**src/rtl/video_timing_ctrl.sv**
```systemverilog
// Raster timing generator: h/v counters with a run/drain/idle controller, a
// one-cycle pixel request stage and a 3-stage aligned video output pipeline.
module video_timing_ctrl #(
   parameter int H_SYNC   = 40,
   parameter int H_BACK   = 220,
   parameter int H_DISP   = 1280,
   parameter int H_FRONT  = 110,
   parameter int V_SYNC   = 5,
   parameter int V_BACK   = 20,
   parameter int V_DISP   = 720,
   parameter int V_FRONT  = 5,
   parameter int SYNC_POL = 1
) (
   input  logic        pclk,
   input  logic        reset_n,
   input  logic        en,
   input  logic [23:0] pixel_data,
   output logic        data_req,
   output logic [11:0] pixel_x,
   output logic [11:0] pixel_y,
   output logic [23:0] video_din,
   output logic        video_hsync,
   output logic        video_vsync,
   output logic        video_de,
   output logic        frame_start,
   output logic        busy
);

   localparam int H_TOTAL = H_SYNC + H_BACK + H_DISP + H_FRONT;
   localparam int V_TOTAL = V_SYNC + V_BACK + V_DISP + V_FRONT;

   localparam logic [11:0] H_LAST    = 12'(H_TOTAL - 1);
   localparam logic [11:0] V_LAST    = 12'(V_TOTAL - 1);
   localparam logic [11:0] H_SYNC_E  = 12'(H_SYNC);
   localparam logic [11:0] V_SYNC_E  = 12'(V_SYNC);
   localparam logic [11:0] H_ACT_S   = 12'(H_SYNC + H_BACK);
   localparam logic [11:0] H_ACT_E   = 12'(H_SYNC + H_BACK + H_DISP);
   localparam logic [11:0] V_ACT_S   = 12'(V_SYNC + V_BACK);
   localparam logic [11:0] V_ACT_E   = 12'(V_SYNC + V_BACK + V_DISP);
   localparam logic        SYNC_ACT  = (SYNC_POL != 0);
   localparam logic        SYNC_IDLE = !SYNC_ACT;

   typedef enum logic [1:0] {
      IDLE  = 2'd0,
      RUN   = 2'd1,
      DRAIN = 2'd2
   } state_t;

   state_t      state;
   state_t      state_nxt;
   logic [11:0] h_cnt;
   logic [11:0] v_cnt;
   logic        frame_last;
   logic        running;
   logic        act0;
   logic        hs0;
   logic        vs0;
   logic        fs0;
   logic        hs1;
   logic        vs1;
   logic        fs1;
   logic        de2;
   logic        hs2;
   logic        vs2;
   logic        fs2;

   assign frame_last = (h_cnt == H_LAST) && (v_cnt == V_LAST);
   assign running    = (state != IDLE);

   // ---------------- FSM: state register ----------------
   always_ff @(posedge pclk) begin
      if (!reset_n) begin
         state <= IDLE;
      end else begin
         state <= state_nxt;
      end
   end

   // ---------------- FSM: next state ----------------
   // DRAIN only leaves to IDLE on the frame's last count, so frames never truncate.
   always_comb begin
      state_nxt = state;
      unique case (state)
         IDLE:    if (en) state_nxt = RUN;
         RUN:     if (!en) state_nxt = DRAIN;
         DRAIN: begin
            if (en) begin
               state_nxt = RUN;
            end else if (frame_last) begin
               state_nxt = IDLE;
            end
         end
         default: state_nxt = IDLE;
      endcase
   end

   // ---------------- FSM: outputs ----------------
   always_comb begin
      busy = running;
   end

   // ---------------- raster counters ----------------
   always_ff @(posedge pclk) begin
      if (!reset_n || !running) begin
         h_cnt <= '0;
         v_cnt <= '0;
      end else if (h_cnt == H_LAST) begin
         h_cnt <= '0;
         v_cnt <= (v_cnt == V_LAST) ? 12'd0 : v_cnt + 12'd1;
      end else begin
         h_cnt <= h_cnt + 12'd1;
      end
   end

   // Stage 0: decode the counter position; idle feeds inactive values.
   assign act0 = running
                 && (h_cnt >= H_ACT_S) && (h_cnt < H_ACT_E)
                 && (v_cnt >= V_ACT_S) && (v_cnt < V_ACT_E);
   assign hs0  = running && (h_cnt < H_SYNC_E);
   assign vs0  = running && (v_cnt < V_SYNC_E);
   assign fs0  = running && (h_cnt == 12'd0) && (v_cnt == 12'd0);

   // Handshake: data_req is a one-cycle request for (pixel_x, pixel_y); the
   // source must present that pixel on pixel_data in the following cycle, and
   // it is captured at the end of that cycle into video_din with video_de.
   always_ff @(posedge pclk) begin
      if (!reset_n) begin
         data_req <= 1'b0;
         pixel_x  <= '0;
         pixel_y  <= '0;
         hs1      <= 1'b0;
         vs1      <= 1'b0;
         fs1      <= 1'b0;
      end else begin
         data_req <= act0;
         pixel_x  <= act0 ? (h_cnt - H_ACT_S) : 12'd0;
         pixel_y  <= act0 ? (v_cnt - V_ACT_S) : 12'd0;
         hs1      <= hs0;
         vs1      <= vs0;
         fs1      <= fs0;
      end
   end

   // Stage 2: the source's pixel is on pixel_data during this stage.
   always_ff @(posedge pclk) begin
      if (!reset_n) begin
         de2 <= 1'b0;
         hs2 <= 1'b0;
         vs2 <= 1'b0;
         fs2 <= 1'b0;
      end else begin
         de2 <= data_req;
         hs2 <= hs1;
         vs2 <= vs1;
         fs2 <= fs1;
      end
   end

   // Stage 3: aligned video outputs, polarity applied at the register.
   always_ff @(posedge pclk) begin
      if (!reset_n) begin
         video_de    <= 1'b0;
         video_din   <= '0;
         video_hsync <= SYNC_IDLE;
         video_vsync <= SYNC_IDLE;
         frame_start <= 1'b0;
      end else begin
         video_de    <= de2;
         video_din   <= de2 ? pixel_data : 24'd0;
         video_hsync <= hs2 ? SYNC_ACT : SYNC_IDLE;
         video_vsync <= vs2 ? SYNC_ACT : SYNC_IDLE;
         frame_start <= fs2;
      end
   end

endmodule
```
**config.mk**
```make
export PLATFORM = sky130hd
export DESIGN_NAME = video_timing_ctrl
export DESIGN_NICKNAME = d
export VERILOG_FILES = /design/src/rtl/video_timing_ctrl.sv
export SDC_FILE = /design/constraint.sdc
export NUM_CORES = 1
export LEC_CHECK = 0
export BUFFER_PORTS_ARGS = -buffer_cell sky130_fd_sc_hd__buf_4
export CAP_MARGIN = 40
export CORE_MARGIN = 4
export CORE_UTILIZATION = 48
export CTS_CLUSTER_DIAMETER = 40
export DETAILED_ROUTE_END_ITERATION = 10
export PLACE_DENSITY = 0.75
export SLEW_MARGIN = 10
export SYNTH_ARGS = -nofsm -noshare
export SYNTH_HDL_FRONTEND = slang
export SYNTH_SLANG_ARGS = --single-unit
```
**constraint.sdc**
```tcl
create_clock -name pclk -period 2.3 [get_ports pclk]
set_clock_uncertainty 0.1 [all_clocks]
set_input_delay 0.46 -clock pclk [delete_from_list [all_inputs] [get_ports pclk]]
set_output_delay 0.46 -clock pclk [all_outputs]
set_load 0.02 [all_outputs]
```
==> results of run 1 <==
## synth_stat cells, drive strengths merged
cell type   n  area share
a2111o      1      0.0032
a2111oi     2       0.010
a211oi      5       0.011
a21boi      1      0.0021
a21oi      11       0.016
a31o        1      0.0025
a31oi       1      0.0018
and2       11       0.019
and3       27       0.048
and4        4       0.010
buf        14       0.028
clkbuf     16       0.018
dfxtp      86        0.49
ha         10       0.035
inv         8      0.0085
mux2i       1      0.0028
nand2      15       0.016
nand2b      3      0.0053
nand3      15       0.021
nand3b      1      0.0021
nand4       2      0.0035
nand4bb     1      0.0078
nor2       22       0.023
nor2b       3      0.0053
nor3       24       0.059
nor3b       1      0.0021
nor4        7       0.012
nor4b       1      0.0025
o2111ai     1      0.0074
o211ai      1      0.0021
o21ai       9       0.013
o21bai      1      0.0021
o311ai      1      0.0025
o31a        1      0.0025
o31ai       5       0.011
or2         2      0.0035
or3         7       0.012
or3b        1      0.0025
or4         7       0.015
xnor2      14       0.035
xor2       13       0.032
## registers in the layout, indices dropped and copies added (netlist names), 2 cells and up
signal	flops
state	2
v_cnt	12
pixel_x	12
video_din	24
pixel_y	12
h_cnt	12
## area by class of cell
type                       count  area, um^2
tap                           99         124
fill                         586        2680
inverter                       8        30.0
timing repair buffer         106         808
clock buffer                   9         124
clock inverter                 7        75.1
multi-input combinational    233        1650
sequential                    86        1720
## power breakdown
group          leakage [nW]  internal [W]  switching (W)  total (W)
sequential            0.694       0.00150     0.00000364    0.00150
clock                0.0981      0.000427       0.000584    0.00101
combinational          1.23     0.0000481      0.0000373  0.0000853
total                  2.02       0.00197       0.000625    0.00260
## critical path, cell delays in order (launching register included)
cell and delay [ps]:
dfxtp_1 370, inv_1 90, ha_1 180, or3b_1 390, o31a_1 310, o2111ai_4 260, buf_4 260, nor3_2 70
## final timing paths
| kind | from | endpoint | depth (start not counted) |
|---|---|---|---|
| worst max-delay path | h_cnt[3]$_SDFF_PP0_ | pixel_y[5]$_SDFF_PN0_ | 7 |
| worst min register to register | hs1$_SDFF_PN0_ | hs2$_SDFF_PN0_ | 1 |
| worst max register to register | h_cnt[3]$_SDFF_PP0_ | pixel_y[5]$_SDFF_PN0_ | 7 |
| worst min-delay path | pixel_data[22] | video_din[22]$_SDFF_PN0_ | 2 |
## through the flow
stage | power (W) | util
final | 0.00260 | 0.629
after floorplan | 0.00157 | -
after global routing | 0.00270 | 0.629
after global placement | 0.00162 | 0.600
after CTS | 0.00263 | 0.627
after detailed placement | 0.00162 | 0.600
## kinds of logic (layout without fill, tap and decap cells)
kind of cell               after synthesis  in the layout  share of synthesized area
xor gates and xnor gates                27             27                     0.0666
and+or+nand+nor                        154            154                      0.271
DFF                                     86             86                      0.485
AOI/OAI and AO/OA                       41             41                     0.0857
adders and majority gates               10             10                     0.0353
muxes                                    1              1                    0.00282
buffers and inverters                   38            130                     0.0536
## cells in the final DEF (no fill, tap or decap), drive strengths merged, types with 3 or more instances in the layout
cell type and instances:
clkbuf 9, ha 10, xor2 13, or4 7
nor2b 3, and4 4, nor4 7, a211oi 5
buf 106, and2 11, clkinv 3, nor3 24
xnor2 14, o31ai 5, nand2b 3, inv 11
a21oi 11, and3 27, nand2 15, o21ai 9
or3 7, nor2 22, dfxtp 86, nand3 15
## per-layer routing
metal / vias to the layer above / global-route usage / part of all wire
li1: 1418 / - / -
met1: 1298 / 0.234 / 0.44
met2: 123 / 0.284 / 0.46
met3: 13 / 0.0449 / 0.091
met4: 0 / 0.0674 / 0.013
met5: - / 0 / 0
==> out/qor.yml, run 1 <==
startpoint_type: "register"
grt_setup_unrepaired: "no"
grt_pass1_wl_um: 12600
grt_max_degree: 36
vias: 2852
clkTransAtPathRegs_ps: 100
area.growth.synth_to_final_pct: 27.8
path_class: "reg -> reg"
cts.sinks: 86
gr-total-overflow: 0
rrSetupSlack_ps: 150
portBuffers: 80
p_leak_nw: 2.02
p_per_area_nw_per_um2: 573
syn_nets: 394
cp.required_ps: 2450
end_kind: "register"
synth.distinct_cells: 47
status: "finished clean"
fin_cells: 548
worst_pin_slew_ps: 566
numCtsBuffers: 9
die_w_um: 94.0
gp_congestion: 0.838
placementRows: 31
path_max_fanout: 10
wirelength_um: 7690
finalSetupTns_ps: 0
ir_worst_vdd_v: 0.000326
initial_utilization: 0.492
die_h_um: 94.0
hpwlAfterDp_um: 5760
post_cts_buffers: 0
fin_ws_ps: 153
drt_iter0_drc: 201
dpl_cell_area_um2: 4330
max_freq_mhz: 466
drv_cap: 0
htree_levels: 3
period_minus_slack_ps: 2150
yosysSeqAreaShare: 0.485
n_antenna_cell: 0
dieArea_um2: 8830
fin_hold_ws_ps: 234
syn-cell-area_um2: 3550
hold_violations: 0
ys_warn_count: 0
relSlewSlack: 0.622
cts_tree: "built"
postRouteAntennaNets: 0
syn_avg_cell_area_um2: 9.94
drt_first_pass_iters: 4
final_area_um2: 4530
fin_crit_sh: 0.933
cts_buffer_depth: 2
antenna_found_initial: 0
via_per_inst: 5.20
dpl.cell_count: 532
cts-root-buf: "clkbuf_8"
routedWlPerCell_um: 14.0
worstPathArrival_ps: 2290
cts_resized: 0
grtUsageTotal: 0.179
syn_inst: 357
hp-class: "in -> reg"
clk_latency_ps: 350
drive_gt1_frac: 0.334
finalSetupViolations: 0
slew_violations: 0
pre_cts_ws_ps: 121
synth_seq_cells: 86
postCtsHoldBufs: 0
grt_pass1_vias: 2715
ioPinCount: 81
nets: 481
drc: 0
coreArea_um2: 7210
Power figures use the tool's default switching activity.
==> inputs of run 2 (changes only) <==
--- a/config.mk
+++ b/config.mk
@@ -5,7 +5,7 @@
 export SDC_FILE = /design/constraint.sdc
 export NUM_CORES = 1
 export LEC_CHECK = 0
-export BUFFER_PORTS_ARGS = -buffer_cell sky130_fd_sc_hd__buf_4
+export BUFFER_PORTS_ARGS = -buffer_cell sky130_fd_sc_hd__buf_2
 export CAP_MARGIN = 40
 export CORE_MARGIN = 4
 export CORE_UTILIZATION = 48
==> run 2 against run 1 <==
Compared with the run above:
- global-route usage rose by 0.22 points
- highest routed layer unchanged
- non-clock buffer count is the same
- critical path type unchanged
- design area decreased by 5.1%
==> out/qor.yml, run 2 (synthesis gave the netlist of run 1 again) <==
p_leak_nw: 2.00
p_per_area_nw_per_um2: 589
cts-root-buf: "clkbuf_8"
drt_iter0_drc: 197
gp_congestion: 0.855
grt_setup_unrepaired: "yes"
area.growth.synth_to_final_pct: 21.3
wirelength_um: 7670
vias: 2849
dpl_cell_area_um2: 4110
via_per_inst: 5.20
slowest_stage: "or4_1"
max_freq_mhz: 463
nets: 481
r2r_cells: 6
clk_latency_ps: 360
numCtsBuffers: 9
finalSetupViolations: 0
end_kind: "register"
worst_pin_slew_ps: 542
drt_first_pass_iters: 4
cts_buffer_depth: 2
slew_violations: 0
cp.required_ps: 2480
period_minus_slack_ps: 2160
globalRouteMet3Util: 0.0473
drc: 0
routedWlPerCell_um: 14.0
dieArea_um2: 8830
relSlewSlack: 0.638
crit_family: "simple AND/OR/NAND/NOR gates"
path_max_fanout: 9
antenna_found_initial: 0
ir_worst_vdd_v: 0.000282
largest_reg_flops: 24
grt_max_degree: 36
post_cts_buffers: 0
fin_crit_sh: 0.939
grtUsageMet2: 0.285
cts_resized: 0
final_util: 0.597
die_h_um: 94.0
die_w_um: 94.0
cts.sinks: 86
grt.met1_usage: 0.238
layout_common_cells: "86 x dfxtp_1, 80 x buf_2, 27 x and3_1"
hold_depth: 2
drive_gt1_frac: 0.334
htree_levels: 3
portBuffers: 80
gr-total-overflow: 0
clkTransAtPathRegs_ps: 80
coreArea_um2: 7210
n_antenna_cell: 0
path_cells: "inv_1, ha_1, nand3b_1, or3_4, or4_1, a21oi_1"
max_stage_delay_ps: 520
startpoint_type: "register"
total_power_w: 0.00253
postRouteAntennaNets: 0
hold_violations: 0
grt_pass1_wl_um: 12600
initial_utilization: 0.492
postCtsHoldBufs: 0
final_area_um2: 4300
ioPinCount: 81
hp-class: "in -> reg"
placementRows: 31
top_usage_layer: "met2"
path_buf_inv: 1
status: "finished clean"
path_depth: 6
path_class: "reg -> reg"
drv_cap: 0
finalSetupTns_ps: 0
hpwlAfterDp_um: 5780
final_common_cell: "dfxtp_1"
worstPathArrival_ps: 2340
cts_tree: "built"
fin_hold_ws_ps: 241
grtUsageTotal: 0.181
grt_pass1_vias: 2633
top_register: "video_din"
-- run 2: changes by cell type in the layout (fill, tap and decap cells not counted), sizes merged --
cell / change
clkbuf: +1
inv: -1
-- run 2: final cells by class --
type	instances	area, um^2
fill	620	2910
sequential	86	1720
multi-input combinational	233	1650
timing repair buffer	106	596
clock buffer	10	138
tap	99	124
clock inverter	6	43.8
inverter	8	30.0
-- run 2: path summary, 6_finish.rpt --
kind | startpoint | endpoint | slack (ps)
setup / recovery | h_cnt[3]$_SDFF_PP0_ | v_cnt[9]$_SDFFE_PP0N_ | 140
hold reg to reg | fs1$_SDFF_PN0_ | fs2$_SDFF_PN0_ | 350
setup reg to reg | h_cnt[3]$_SDFF_PP0_ | v_cnt[9]$_SDFFE_PP0N_ | 140
hold / removal | pixel_data[7] | video_din[7]$_SDFF_PN0_ | 240
-- run 2: worst register-to-register path: stages, from the launching register on --
cell	delay, ps
dfxtp_1	360
inv_1	90
ha_1	190
nand3b_1	180
or3_4	490
or4_1	520
a21oi_1	160
-- run 2: where the power goes --
group / internal [W] / total, W / switching, W / leakage [nW]
clock: 0.000427 / 0.000962 / 0.000535 / 0.0930
sequential: 0.00150 / 0.00150 / 0.00000384 / 0.694
combinational: 0.0000335 / 0.0000714 / 0.0000379 / 1.21
total: 0.00196 / 0.00253 / 0.000577 / 2.00
-- run 2: layer usage --
| layer | vias to the layer above | part of all wire |
|---|---|---|
| li1 | 1415 | - |
| met1 | 1316 | 0.44 |
| met2 | 108 | 0.46 |
| met3 | 10 | 0.086 |
| met4 | 0 | 0.015 |
| met5 | - | 0 |
-- run 2: per-stage QoR --
stage / instances / worst slack (ps)
floorplan: 357 / 83.8
global placement: 532 / 186
detailed placement: 532 / 83.6
CTS: 548 / 69.7
global route: 548 / -30.6
finish: 548 / 141
==> inputs of run 3 (changes only) <==
--- a/config.mk
+++ b/config.mk
@@ -12,6 +12,7 @@
 export CTS_CLUSTER_DIAMETER = 40
 export DETAILED_ROUTE_END_ITERATION = 10
 export PLACE_DENSITY = 0.75
+export REMOVE_ABC_BUFFERS = 1
 export SLEW_MARGIN = 10
 export SYNTH_ARGS = -nofsm -noshare
 export SYNTH_HDL_FRONTEND = slang
==> run 3 against run 2 <==
Compared with the run above:
- critical path depth up 2
- routed wire length rose by 1.1%
- die area unchanged
- via count grew 0.49%
- sequential power hardly changed
- utilization unchanged
- critical path type unchanged
- highest routed layer unchanged
==> out/qor.yml, run 3 (synthesis gave the netlist of run 1 again) <==
dieArea_um2: 8830
initial_utilization: 0.492
worstPathArrival_ps: 2360
path_cells: "inv_1, ha_1, buf_4, or3b_1, o31a_1, o2111ai_4, clkbuf_16, a211oi_1"
gr-total-overflow: 0
top_register: "video_din"
grt_max_degree: 36
area.growth.synth_to_final_pct: 21.3
path_buf_inv: 3
worst_pin_slew_ps: 910
htree_levels: 3
portBuffers: 80
total_power_w: 0.00257
cp.required_ps: 2440
max_freq_mhz: 450
gp_congestion: 0.911
ioPinCount: 81
numCtsBuffers: 9
grt_pass1_wl_um: 11900
clk_latency_ps: 360
cts_tree: "built"
postRouteAntennaNets: 0
fin_ws_ps: 77.3
startpoint_type: "register"
grtUsageTotal: 0.169
cts_buffer_depth: 2
drt_iter0_drc: 151
path_max_fanout: 6
wirelength_um: 7760
hp-class: "in -> reg"
drv_cap: 0
drc: 0
coreArea_um2: 7210
nets: 475
hold_violations: 0
crit_family: "compound AO/OA/AOI/OAI gates"
antenna_found_initial: 0
largest_reg_flops: 24
pre_cts_ws_ps: 93.3
cts-root-buf: "clkbuf_8"
finalSetupViolations: 0
period_minus_slack_ps: 2220
cts.sinks: 86
n_antenna_cell: 0
slew_violations: 0
relSlewSlack: 0.387
status: "finished clean"
end_kind: "register"
routedWlPerCell_um: 14.3
layout_common_cells: "85 x dfxtp_1, 80 x buf_2, 27 x and3_1"
slowest_stage: "or3b_1"
path_class: "reg -> reg"
fin_crit_sh: 0.966
drive_gt1_frac: 0.327
final_common_cell: "dfxtp_1"
via_per_inst: 5.28
grt_pass1_vias: 2649
p_per_area_nw_per_um2: 596
ir_worst_vdd_v: 0.000321
p_leak_nw: 1.98
fin_hold_ws_ps: 233
die_w_um: 94.0
die_h_um: 94.0
finalSetupTns_ps: 0
hpwlAfterDp_um: 5450
vias: 2863
placementRows: 31
drt_first_pass_iters: 4
clkTransAtPathRegs_ps: 100
rrSetupSlack_ps: 80
max_stage_delay_ps: 390
-- run 3: timing repair --
item / 4_1_cts / 5_1_grt
endpoints found under the setup margin: 0 / 27
buffers inserted: 0 / 0
hold buffers: 0 / 0
resized for setup: 0 / 3
-- run 3: final timing paths --
path                       start                       end  cells after the start
max          h_cnt[3]$_SDFF_PP0_    pixel_x[10]$_SDFF_PN0_                      8
min               pixel_data[14]  video_din[14]$_SDFF_PN0_                      2
max reg2reg  h_cnt[3]$_SDFF_PP0_    pixel_x[10]$_SDFF_PN0_                      8
min reg2reg       hs1$_SDFF_PN0_            hs2$_SDFF_PN0_                      1
-- run 3: where the power goes --
| group | leakage [nW] | switching [W] | internal [W] |
|---|---|---|---|
| registers | 0.694 | 0.00000369 | 0.00150 |
| logic | 1.20 | 0.0000359 | 0.0000310 |
| clock network | 0.0872 | 0.000584 | 0.000416 |
| total | 1.98 | 0.000624 | 0.00194 |
-- run 3: cell type report --
class,instances,area [um^2]
clock buffers,9,124
clock inverters,7,67.6
fillers,635,2910
inverters,8,30.0
multi-input cells,233,1650
flip-flops and latches,86,1720
well taps,99,124
repair buffers,100,584
-- run 3: per-stage QoR --
stage	cells	cell area, um^2	utilization
after floorplan	327	3390	-
final	542	4300	0.597
after global placement	524	4070	0.564
after global routing	542	4300	0.597
after CTS	540	4260	0.590
after detailed placement	524	4070	0.564
-- run 3: routing by layer --
| metal | vias to the layer above | track usage | part of all wire |
|---|---|---|---|
| met2 | 123 | 0.281 | 0.48 |
| met3 | 15 | 0.0353 | 0.088 |
| met1 | 1321 | 0.205 | 0.41 |
| met5 | - | 0 | 0 |
| met4 | 0 | 0.0842 | 0.024 |
| li1 | 1404 | - | - |
